==> config.mk <==
export PLATFORM = sky130hd
export DESIGN_NAME = ppu_line_packer
export DESIGN_NICKNAME = d
export VERILOG_FILES = /design/src/rtl/ppu_line_packer.sv
export SDC_FILE = /design/constraint.sdc
export NUM_CORES = 1
export LEC_CHECK = 0
export CORE_MARGIN = 5
export CORE_UTILIZATION = 25
export CTS_CLUSTER_SIZE = 20
export DETAILED_ROUTE_END_ITERATION = 10
export GPL_TIMING_DRIVEN = 0
export PLACE_DENSITY_LB_ADDON = 0.08
export REMOVE_ABC_BUFFERS = 1
export SLEW_MARGIN = 10
export SYNTH_ARGS = -nofsm -noshare
export SYNTH_HDL_FRONTEND = slang
export SYNTH_SLANG_ARGS = --single-unit
==> constraint.sdc <==
create_clock -name pixelClk -period 2 [get_ports pixelClk]
set_input_delay 0.3 -clock pixelClk [delete_from_list [all_inputs] [get_ports pixelClk]]
set_output_delay 0.3 -clock pixelClk [all_outputs]
set_load 0.02 [all_outputs]
==> src/rtl/ppu_line_packer.sv <==
// Packs the PPU's serial 2-bit shade stream into two bit-plane line buffers and
// publishes each finished line to the VGA scan-out, held stable for its capture window.
module ppu_line_packer #(
   parameter int WIDTH       = 160,
   parameter int LINES       = 144,
   parameter int HOLD_CYCLES = 4
) (
   input  logic             pixelClk,
   input  logic             reset,
   input  logic             frameStart,
   input  logic             pixelValid,
   input  logic [1:0]       pixelData,
   output logic             pixelReady,
   output logic [WIDTH-1:0] LineBuffer0,
   output logic [WIDTH-1:0] LineBuffer1,
   output logic [7:0]       LY,
   output logic             updateBufferSignal,
   output logic             frameDone
);
   localparam int              HW        = $clog2(HOLD_CYCLES + 1);
   localparam logic [7:0]      LAST_X    = 8'(WIDTH - 1);
   localparam logic [7:0]      LAST_LINE = 8'(LINES - 1);
   localparam logic [HW-1:0]   HOLD_LOAD = HW'(HOLD_CYCLES);
   localparam logic [HW-1:0]   HOLD_ONE  = HW'(1);

   logic [WIDTH-1:0] work0;
   logic [WIDTH-1:0] work1;
   logic [7:0]       x;
   logic [7:0]       line_num;
   logic             line_complete;
   logic [HW-1:0]    hold_cnt;
   logic             accept;
   logic             publish;

   // Ready is forced low during reset even though line_complete clears there.
   assign pixelReady = !line_complete && !reset;
   assign accept     = pixelValid && pixelReady;
   assign publish    = line_complete && (hold_cnt == '0) && !frameStart;

   always_ff @(posedge pixelClk) begin
      if (reset) begin
         work0              <= '0;
         work1              <= '0;
         x                  <= '0;
         line_num           <= '0;
         line_complete      <= 1'b0;
         hold_cnt           <= '0;
         LineBuffer0        <= '0;
         LineBuffer1        <= '0;
         LY                 <= '0;
         updateBufferSignal <= 1'b0;
         frameDone          <= 1'b0;
      end else begin
         frameDone <= 1'b0;

         if (hold_cnt != '0) begin
            hold_cnt <= hold_cnt - HOLD_ONE;
            if (hold_cnt == HOLD_ONE) begin
               updateBufferSignal <= 1'b0;
            end
         end

         // A frame restart drops any pending line; a pixel in the same cycle becomes x = 0.
         if (frameStart) begin
            line_num      <= '0;
            line_complete <= 1'b0;
            if (accept) begin
               work0[0] <= pixelData[0];
               work1[0] <= pixelData[1];
               x        <= 8'd1;
            end else begin
               x <= '0;
            end
         end else if (publish) begin
            LineBuffer0        <= work0;
            LineBuffer1        <= work1;
            LY                 <= line_num;
            updateBufferSignal <= 1'b1;
            hold_cnt           <= HOLD_LOAD;
            line_complete      <= 1'b0;
            x                  <= '0;
            line_num           <= (line_num == LAST_LINE) ? 8'd0 : line_num + 8'd1;
            frameDone          <= (line_num == LAST_LINE);
         end else if (accept) begin
            work0[x] <= pixelData[0];
            work1[x] <= pixelData[1];
            x        <= x + 8'd1;
            if (x == LAST_X) begin
               line_complete <= 1'b1;
            end
         end
      end
   end
endmodule

# Word-level counts from Yosys, hierarchy flattened
# Index checks and enable logic that the tools add are counted.
dict set report classes {
  add_sub_neg 3
  n_mul 0
  div 0
  magnitude_cmp 2
  eq_ne 4
  shift 0
  n_mux 24
  bitwise 2
  n_reduce_logical 18
}
# op count
set op_table {}
lappend op_table {{$bwmux 160} 2}
lappend op_table {{$mux 8} 4}
lappend op_table {{$add 8x1->8 const B} 2}
lappend op_table {{$eq 8x8->1 const B} 2}
lappend op_table {{$mux 1} 14}
lappend op_table {{$lt 8x9->1 const B} 1}
lappend op_table {{$mux 3} 3}
lappend op_table {{$demux 1 s8} 1}
lappend op_table {{$ge 8x1->1 const B} 1}
lappend op_table {{$reduce_and 2->1} 3}
lappend op_table {{$reduce_bool 3->1} 2}
lappend op_table {{$reduce_or 3->1} 2}
lappend op_table {{$logic_and 1x1->1} 5}
lappend op_table {{$eq 3x1->1 const B} 1}
lappend op_table {{$logic_not 1->1} 3}
lappend op_table {{$logic_not 3->1} 1}
lappend op_table {{$reduce_and 3->1} 1}
lappend op_table {{$sub 3x1->3 const B} 1}
lappend op_table {{$ne 2x2->1 const B} 1}
lappend op_table {{$not 1->1} 2}
lappend op_table {{$reduce_or 2->1} 1}
dict set report totals {
  reg_bits 670
  latch_bits 0
  ram_bits 0
  rom_bits 0
  output_inout_bits 331
  mem_count 0
}

# Logic depth before layout (Yosys ltp)
# Gate-level depths: netlist (run 1).
dict set report depth {
  depth_word 8
  ltp_mapped 10
  depth_no_buf 6
}

# Worst setup path after synthesis (run 1)
# Ideal clock, no wire load.
dict set report synth_path {
  path_kind {register to register}
  start {register x[0]}
  end {register work0[4]}
  setup_ps 128
  arrival_ps 1779
  required_time_ps 1872
  path_slack_ps 94
  path_stages_with_launch 8
  path_buffers 1
  cell_sequence {dfxtp_1 > inv_1 > ha_1 > clkbuf_1 > nand3b_2 > nor3_2 > mux2i_1 > nor2_1}
}
dict set report synth_between {
  elab_chain_cells 5
  word_cells_on_any_way 6
  classes_between {2 x order compare; 3 x mux; 1 x reduce/logical}
}
# item line_no
set synth_rtl {}
lappend synth_rtl {{start: declaration} 28} ;# logic [7:0] x;
lappend synth_rtl {{start signal: assignment} 87} ;# x <= x + 8'd1;
lappend synth_rtl {{$lt 8x9->1 (implied by the code) / $ge 8x1->1 (equally long branches)} 85} ;# work0[x] <= pixelData[0];
lappend synth_rtl {{$logic_and 1x1->1 (implied by the code)} 85}
lappend synth_rtl {{$mux 1 (implied by the code)} 85}
lappend synth_rtl {{$demux 1 s8 (*)} 85}
lappend synth_rtl {{$bwmux 160 (*)} 85}
lappend synth_rtl {{end signal: indexed assignment} 85}
lappend synth_rtl {{end: declaration} 26} ;# logic [WIDTH-1:0] work0;
# Every way passes the cells marked *; elsewhere a longest branch is shown, timed or not.
# A chain may end at the register's enable or synchronous reset.

# Worst setup path in the final report (run 1)
dict set report layout_path {
  start {register line_complete}
  end {register work0[140]}
}
dict set report layout_between {
  elab_chain_cells 4
  word_cells_on_any_way 7
  classes_between {1 x bitwise; 6 x reduce/logical}
}
# item line_no
set layout_rtl {}
lappend layout_rtl {{start: declaration} 30} ;# logic line_complete;
lappend layout_rtl {{start signal: assignment} 46} ;# line_complete <= 1'b0;
lappend layout_rtl {{start signal: assignment} 66} ;# line_complete <= 1'b0;
lappend layout_rtl {{start signal: assignment} 80} ;# line_complete <= 1'b0;
lappend layout_rtl {{$logic_not 1->1 / $logic_and 1x1->1 (equally long branches)} {36, 38}}
lappend layout_rtl {{$logic_and 1x1->1 (on tied branches)} {36, 38}}
lappend layout_rtl {{$logic_and 1x1->1 / $not 1->1 (equally long branches)} n/a}
lappend layout_rtl {{$reduce_and 3->1 (no source line) (*)} n/a}
# Marked as above.

==> impl_metrics.py, run 1 <==
metrics = {
    "sta": {
        "setup_viol": 6,
        "setup_ws_ns": -0.05103,
        "fin_crit_sh": 1.026,
        "hold_violations": 0,
        "post-route-min-period_ns": 2.051,
        "whs_ns": 0.01717,
        "max_freq_mhz": 487.6,
        "maxSlewHeadroom": 0.2719,
        "slew_viol_final": 0,
        "worst_pin_slew_ns": 1.092,
        "skew_ns": 0.02021,
        "grt_setup_unrepaired": "true",
    },
    "power": {
        "leakagePower_nw": 14.54,
        "seqPwrFrac": 0.458,
        "p_sw_mw": 6.680,
        "ir_drop_uv": 500.3,
        "combinationalPowerShare": 0.034,
        "intPower_mw": 22.62,
        "clockPowerShare": 0.508,
        "powerDensity_mw_per_mm2": 831.5,
        "swShare": 0.2280,
    },
    "synth": {
        "ys_warn_count": 0,
        "synthTopCellsByCount": "670 x dfxtp_1, 665 x nand2_1, 339 x a21oi_1",
        "syn-cell-area_sq_mm": 0.02579,
        "synth.most_common_cell": "dfxtp_1",
        "yosys.cell_types.count": 52,
        "synth-seq-cells": 670,
        "ys_dominant_reg_cell": "dfxtp_1",
        "async_reset_ff_frac": 0,
        "synthTopCellsByArea": "dfxtp_1 52%, mux2i_1 12%, nand2_1 9.7%, a21oi_1 6.6%, nor2_1 4.9%",
        "synth_top_cell_by_area": "dfxtp_1",
        "synth-edff-count": 0,
        "syn_area_per_cell_sq_um": 9.107,
        "yosysTopAreaCellShare": 0.5200,
        "seq_area_frac_synth": 0.5200,
        "syn-instance-count": 2832,
    },
    "floorplanning": {
        "rows": 117,
        "die_area_sq_mm": 0.1097,
        "start_util": 0.2524,
        "die_h_microns": 331.2,
        "core_sq_mm": 0.1022,
        "die_w_microns": 331.2,
        "io-pin-count": 337,
    },
    "layout": {
        "fin_nets": 3164,
        "num-fill-cells": 10580,
        "antenna_cells": 0,
        "fin_area_sq_mm": 0.03524,
        "syn2layout_area_growth_pct": 36.63,
        "drive_above_1_share": 0.1287,
    },
    "placement": {
        "portBuffers": 336,
        "gp_congestion": 0.7097,
        "dpl_cell_area_sq_mm": 0.03061,
        "dp_hpwl_mm": 54.37,
    },
    "drt": {
        "ant_nets": 0,
        "wl_per_cell_microns": 20.26,
        "remaining_drc_errors": 0,
        "route.vias.total": 20880,
        "drt_wl_total_mm": 92.93,
        "first_iter_violations": 924,
        "viasPerCell": 4.553,
        "drtPass1Iterations": 5,
    },
    "hold_path": {
        "hp-class": "input port to register",
        "hp-start": "reset",
    },
    "worst_setup_path": {
        "crit_fanout": 6,
        "cp-start-kind": "register",
        "critPathKind": "register to register",
        "slowest_stage": "or4b_4",
        "crit_required_ns": 2.50,
        "worstSetupEndpointType": "register",
        "crit_chain": "buf_12 -> or4b_4 -> buf_16 -> nor3_4 -> mux2i_1 -> nor2_1",
        "arrival_ns": 2.55,
        "crit-reg2reg-launch": "line_complete",
        "slowest_delay_ns": 0.65,
        "crit_start": "line_complete",
    },
    "global_routing": {
        "grt-ovfl-total": 0,
        "grt_max_degree": 135,
        "grt_pass1_vias": 21320,
        "antenna_found_initial": 1,
        "grt_usage": 0.1622,
        "grt_pass1_wl_mm": 137.9,
    },
    "clock_network": {
        "numCtsBuffers": 81,
        "clockRootBuffer": "clkbuf_16",
        "clkLatencyLatePin_ns": 0.64,
        "cts.path.max_buffers": 3,
        "clock_sinks": 670,
        "htree_levels": 3,
        "clk_pin_slew_ns": 0.06,
        "tritoncts": "built",
    },
    "status": {
        "status": "complete, but fails checks",
        "violations": "setup timing",
    },
    "flow_run": {
        "maxCapViolations": 0,
    },
}
## worst max-delay path: cells and delay by family (launching register included)
family,cells,cell delay (ns)
buffers and inverters,2,0.34
multiplexers,1,0.22
AND/OR/NAND/NOR,3,0.95
flip-flops,1,0.36
## area by class of cell
cell class / count / area (sq um) / share of cell area
sequential: 670 / 13440 / 0.3814
tap: 1368 / 1712 / 0.04857
clock buffer: 127 / 2472 / 0.07016
multi-input combinational: 1922 / 11700 / 0.3320
timing repair buffer: 470 / 5643 / 0.1601
clock inverter: 24 / 252.7 / 0.007172
inverter: 5 / 18.77 / 0.0005326
## logic make-up after synthesis
group / count (synthesis) / share of synthesized area
and+or+nand+nor: 1230 / 0.2361
DFF: 670 / 0.5200
AOI/OAI and AO/OA: 352 / 0.06869
muxes: 319 / 0.1238
buffers and inverters: 243 / 0.04405
xor gates and xnor gates: 10 / 0.003396
adders and majority gates: 8 / 0.003881
## placed cells by master (no fill, tap or decap), types with 7 or more instances in the layout
cell	instances
buf_6	8
dfxtp_1	661
nand4_1	32
nand3_1	51
clkbuf_1	21
a21oi_1	339
mux2i_1	319
bufbuf_16	14
dlymetal6s2s_1	21
o21ai_0	9
buf_12	31
nand2_1	665
nor3_4	74
clkbuf_8	23
nor3_2	8
buf_4	44
dlygate4sd2_1	132
nor2_1	336
clkbuf_16	85
clkdlybuf4s50_1	179
dfxtp_4	7
buf_8	10
clkinv_2	12
buf_16	26
## flip-flops by register name, summed over array words and instances, names as in the netlist
name and count:
x 8, LY 8, line_complete 1, updateBufferSignal 1
line_num 8, work1 160, LineBuffer0 160, LineBuffer1 160
hold_cnt 3, work0 160, frameDone 1
## power groups by stage
stage / combinational (mW) / sequential [mW] / clock [mW]
global placement: 0.693 / 13.7 / 0
CTS: 0.983 / 13.4 / 15.5
finish: 1.00 / 13.4 / 14.9
global route: 1.10 / 13.4 / 16.0
floorplan: 0.232 / 13.7 / 0
detailed placement: 0.789 / 13.7 / 0
## per-stage QoR
step                  util  power, mW  std cells  setup slack [ns]  TNS [ns]
floorplan                -      13.92       2594            -4.711  -1734.39
global placement    0.2911      14.39       4298            -39.68         -
detailed placement  0.2996      14.49       4335            -1.520   -659.98
CTS                 0.3412      29.84       4560           -0.1157   -0.8569
global route        0.3449      30.47       4586           -0.1376    -1.888
finish              0.3449      29.30       4586          -0.05103   -0.1788
## worst paths after layout
check | cells after the start | slack [ns] | end
worst min register to register | 2 | 0.44 | LineBuffer1[110]
worst max-delay path | 6 | -0.05 | work0[140]
worst max register to register | 6 | -0.05 | work0[140]
worst min-delay path | 2 | 0.02 | work1[66]
## repair_timing
item,CTS,global route
setup endpoints to repair,761,319
resized for setup,229,35
gates cloned,24,2
pin swaps,60,49
endpoints found under the hold margin,37,1
buffers inserted,51,27
## metal layers
layer / wire (microns) / part of all wire / GRT usage / up-vias
li1: - / - / - / 10080
met1: 41520 / 0.45 / 0.2055 / 10230
met2: 44020 / 0.47 / 0.2735 / 421
met3: 4521 / 0.049 / 0.03979 / 151
met4: 2868 / 0.031 / 0.04992 / 0
met5: 0 / 0 / 0 / -
Note: power is estimated with default switching activity, not from simulation.
==> run 2, diff against run 1 <==
Settings changed: PLACE_DENSITY_LB_ADDON 0.08 to default.
==> run 2 against run 1 <==
Effect of this change: the flow now finishes without violations; sequential cell count is the same; critical path type unchanged; global-route usage shrank 0.87 points; sequential power is essentially flat; clock skew grew 0.016 ns; fmax grew 3.1%; critical path depth shrank 1; combinational power is essentially flat; worst setup slack gained 0.062 ns; utilization grew 0.18 points.
==> impl_metrics.py, run 2 (synthesized netlist as in run 1, its figures left out) <==
metrics = {
    "global_routing": {
        "grt_pass1_vias": 20000,
        "grt_max_degree": 129,
        "grt_usage": 0.1535,
        "antenna_found_initial": 0,
        "grt_pass1_wl_mm": 131.1,
        "grt-ovfl-total": 0,
    },
    "floorplanning": {
        "die_h_microns": 331.2,
        "start_util": 0.2524,
        "die_w_microns": 331.2,
        "die_area_sq_mm": 0.1097,
        "core_sq_mm": 0.1022,
        "io-pin-count": 337,
        "rows": 117,
    },
    "drt": {
        "first_iter_violations": 1469,
        "remaining_drc_errors": 0,
        "ant_nets": 0,
        "drt_wl_total_mm": 90.97,
        "route.vias.total": 20940,
        "wl_per_cell_microns": 19.77,
        "viasPerCell": 4.551,
        "drtPass1Iterations": 7,
    },
    "sta": {
        "grt_setup_unrepaired": "true",
        "whs_ns": 0.1297,
        "fin_crit_sh": 0.9946,
        "slew_viol_final": 0,
        "worst_pin_slew_ns": 1.120,
        "post-route-min-period_ns": 1.989,
        "hold_violations": 0,
        "skew_ns": 0.03614,
        "setup_viol": 0,
        "max_freq_mhz": 502.7,
        "maxSlewHeadroom": 0.2510,
    },
    "power": {
        "powerDensity_mw_per_mm2": 831.3,
        "leakagePower_nw": 14.53,
        "ir_drop_uv": 537.1,
    },
    "worst_setup_path": {
        "arrival_ns": 2.50,
        "crit_fanout": 24,
        "cp-start-kind": "register",
        "worstSetupEndpointType": "register",
        "crit_required_ns": 2.51,
        "critPathKind": "register to register",
    },
    "clock_network": {
        "tritoncts": "built",
        "clk_pin_slew_ns": 0.07,
        "clockRootBuffer": "clkbuf_16",
        "numCtsBuffers": 80,
        "clkLatencyLatePin_ns": 0.65,
        "htree_levels": 3,
        "clock_sinks": 670,
        "cts.path.max_buffers": 3,
    },
    "placement": {
        "dp_cells": 4333,
        "dp_hpwl_mm": 49.93,
        "gp_congestion": 0.7133,
        "portBuffers": 336,
    },
    "hold_path": {
        "hp-class": "input port to register",
    },
    "layout": {
        "final_cells": 4602,
        "fin_nets": 3188,
        "final_common_cell": "nand2_1",
        "antenna_cells": 0,
        "num-fill-cells": 10590,
        "drive_above_1_share": 0.1348,
        "syn2layout_area_growth_pct": 37.35,
        "final_cell_mix": "665 x nand2_1, 662 x dfxtp_1, 339 x a21oi_1, 336 x nor2_1, 319 x mux2i_1",
    },
    "status": {
        "status": "finished, final reports clean",
    },
    "flow_run": {
        "maxCapViolations": 0,
    },
}
==> run 2: final timing paths <==
path                   from              end  slack (ns)  depth (start not counted)
hold / removal        reset  LineBuffer0[21]        0.13                          3
setup reg to reg       x[5]       work0[109]        0.01                          5
hold reg to reg   work1[78]  LineBuffer1[78]        0.43                          2
setup / recovery       x[5]       work0[109]        0.01                          5
==> run 2: report_power, final <==
| part | total, mW | switching, mW | internal, mW |
|---|---|---|---|
| sequential | 13.4 | 0.0431 | 13.4 |
| combinational | 1.02 | 0.672 | 0.350 |
| clock | 15.0 | 6.11 | 8.90 |
| total | 29.5 | 6.83 | 22.6 |
==> run 2: final cells by class <==
type | instances | area (sq um) | area share
clock buffers | 111 | 2260 | 0.06378
well taps | 1368 | 1712 | 0.04832
inverters | 5 | 18.77 | 0.0005298
repair buffers | 494 | 5816 | 0.1642
clock inverters | 31 | 452.9 | 0.01279
multi-input cells | 1923 | 11730 | 0.3310
flip-flops and latches | 670 | 13440 | 0.3794
==> run 2: repair_timing <==
action / 4_1_cts / 5_1_grt
endpoints found under the setup margin: 772 / 430
buffers inserted: 53 / 43
resized for setup: 193 / 42
cloned: 21 / 8
pin swaps: 29 / 23
hold buffers: 3 / 0
hold endpoints to repair: 28 / 0
==> run 2: through the flow <==
stage	power (mW)	setup WS (ns)	TNS (ns)	area, sq um	util
after global placement	14.38	-41.65	-	29750	0.2911
after global routing	30.55	-0.06593	-0.7088	35430	0.3467
after detailed placement	14.46	-1.805	-730.42	30550	0.2990
final	29.45	0.01088	0	35430	0.3467
after floorplan	13.92	-4.711	-1734.39	24670	-
after CTS	29.81	-0.02118	-0.1073	34740	0.3400
==> run 2: worst max-delay path, cell delays in order, from the launching register on <==
cell,delay [ns]
dfxtp_4,0.64
or4bb_4,0.52
buf_12,0.18
nor3_4,0.20
mux2i_1,0.21
nor2_1,0.05
==> run 2: per-layer routing <==
metal,global-route usage,routed length (microns),vias up
met5,0,0,-
met4,0.04567,1827,0
met3,0.04137,6001,96
met2,0.2485,42350,487
met1,0.2011,40790,10210
li1,-,-,10150
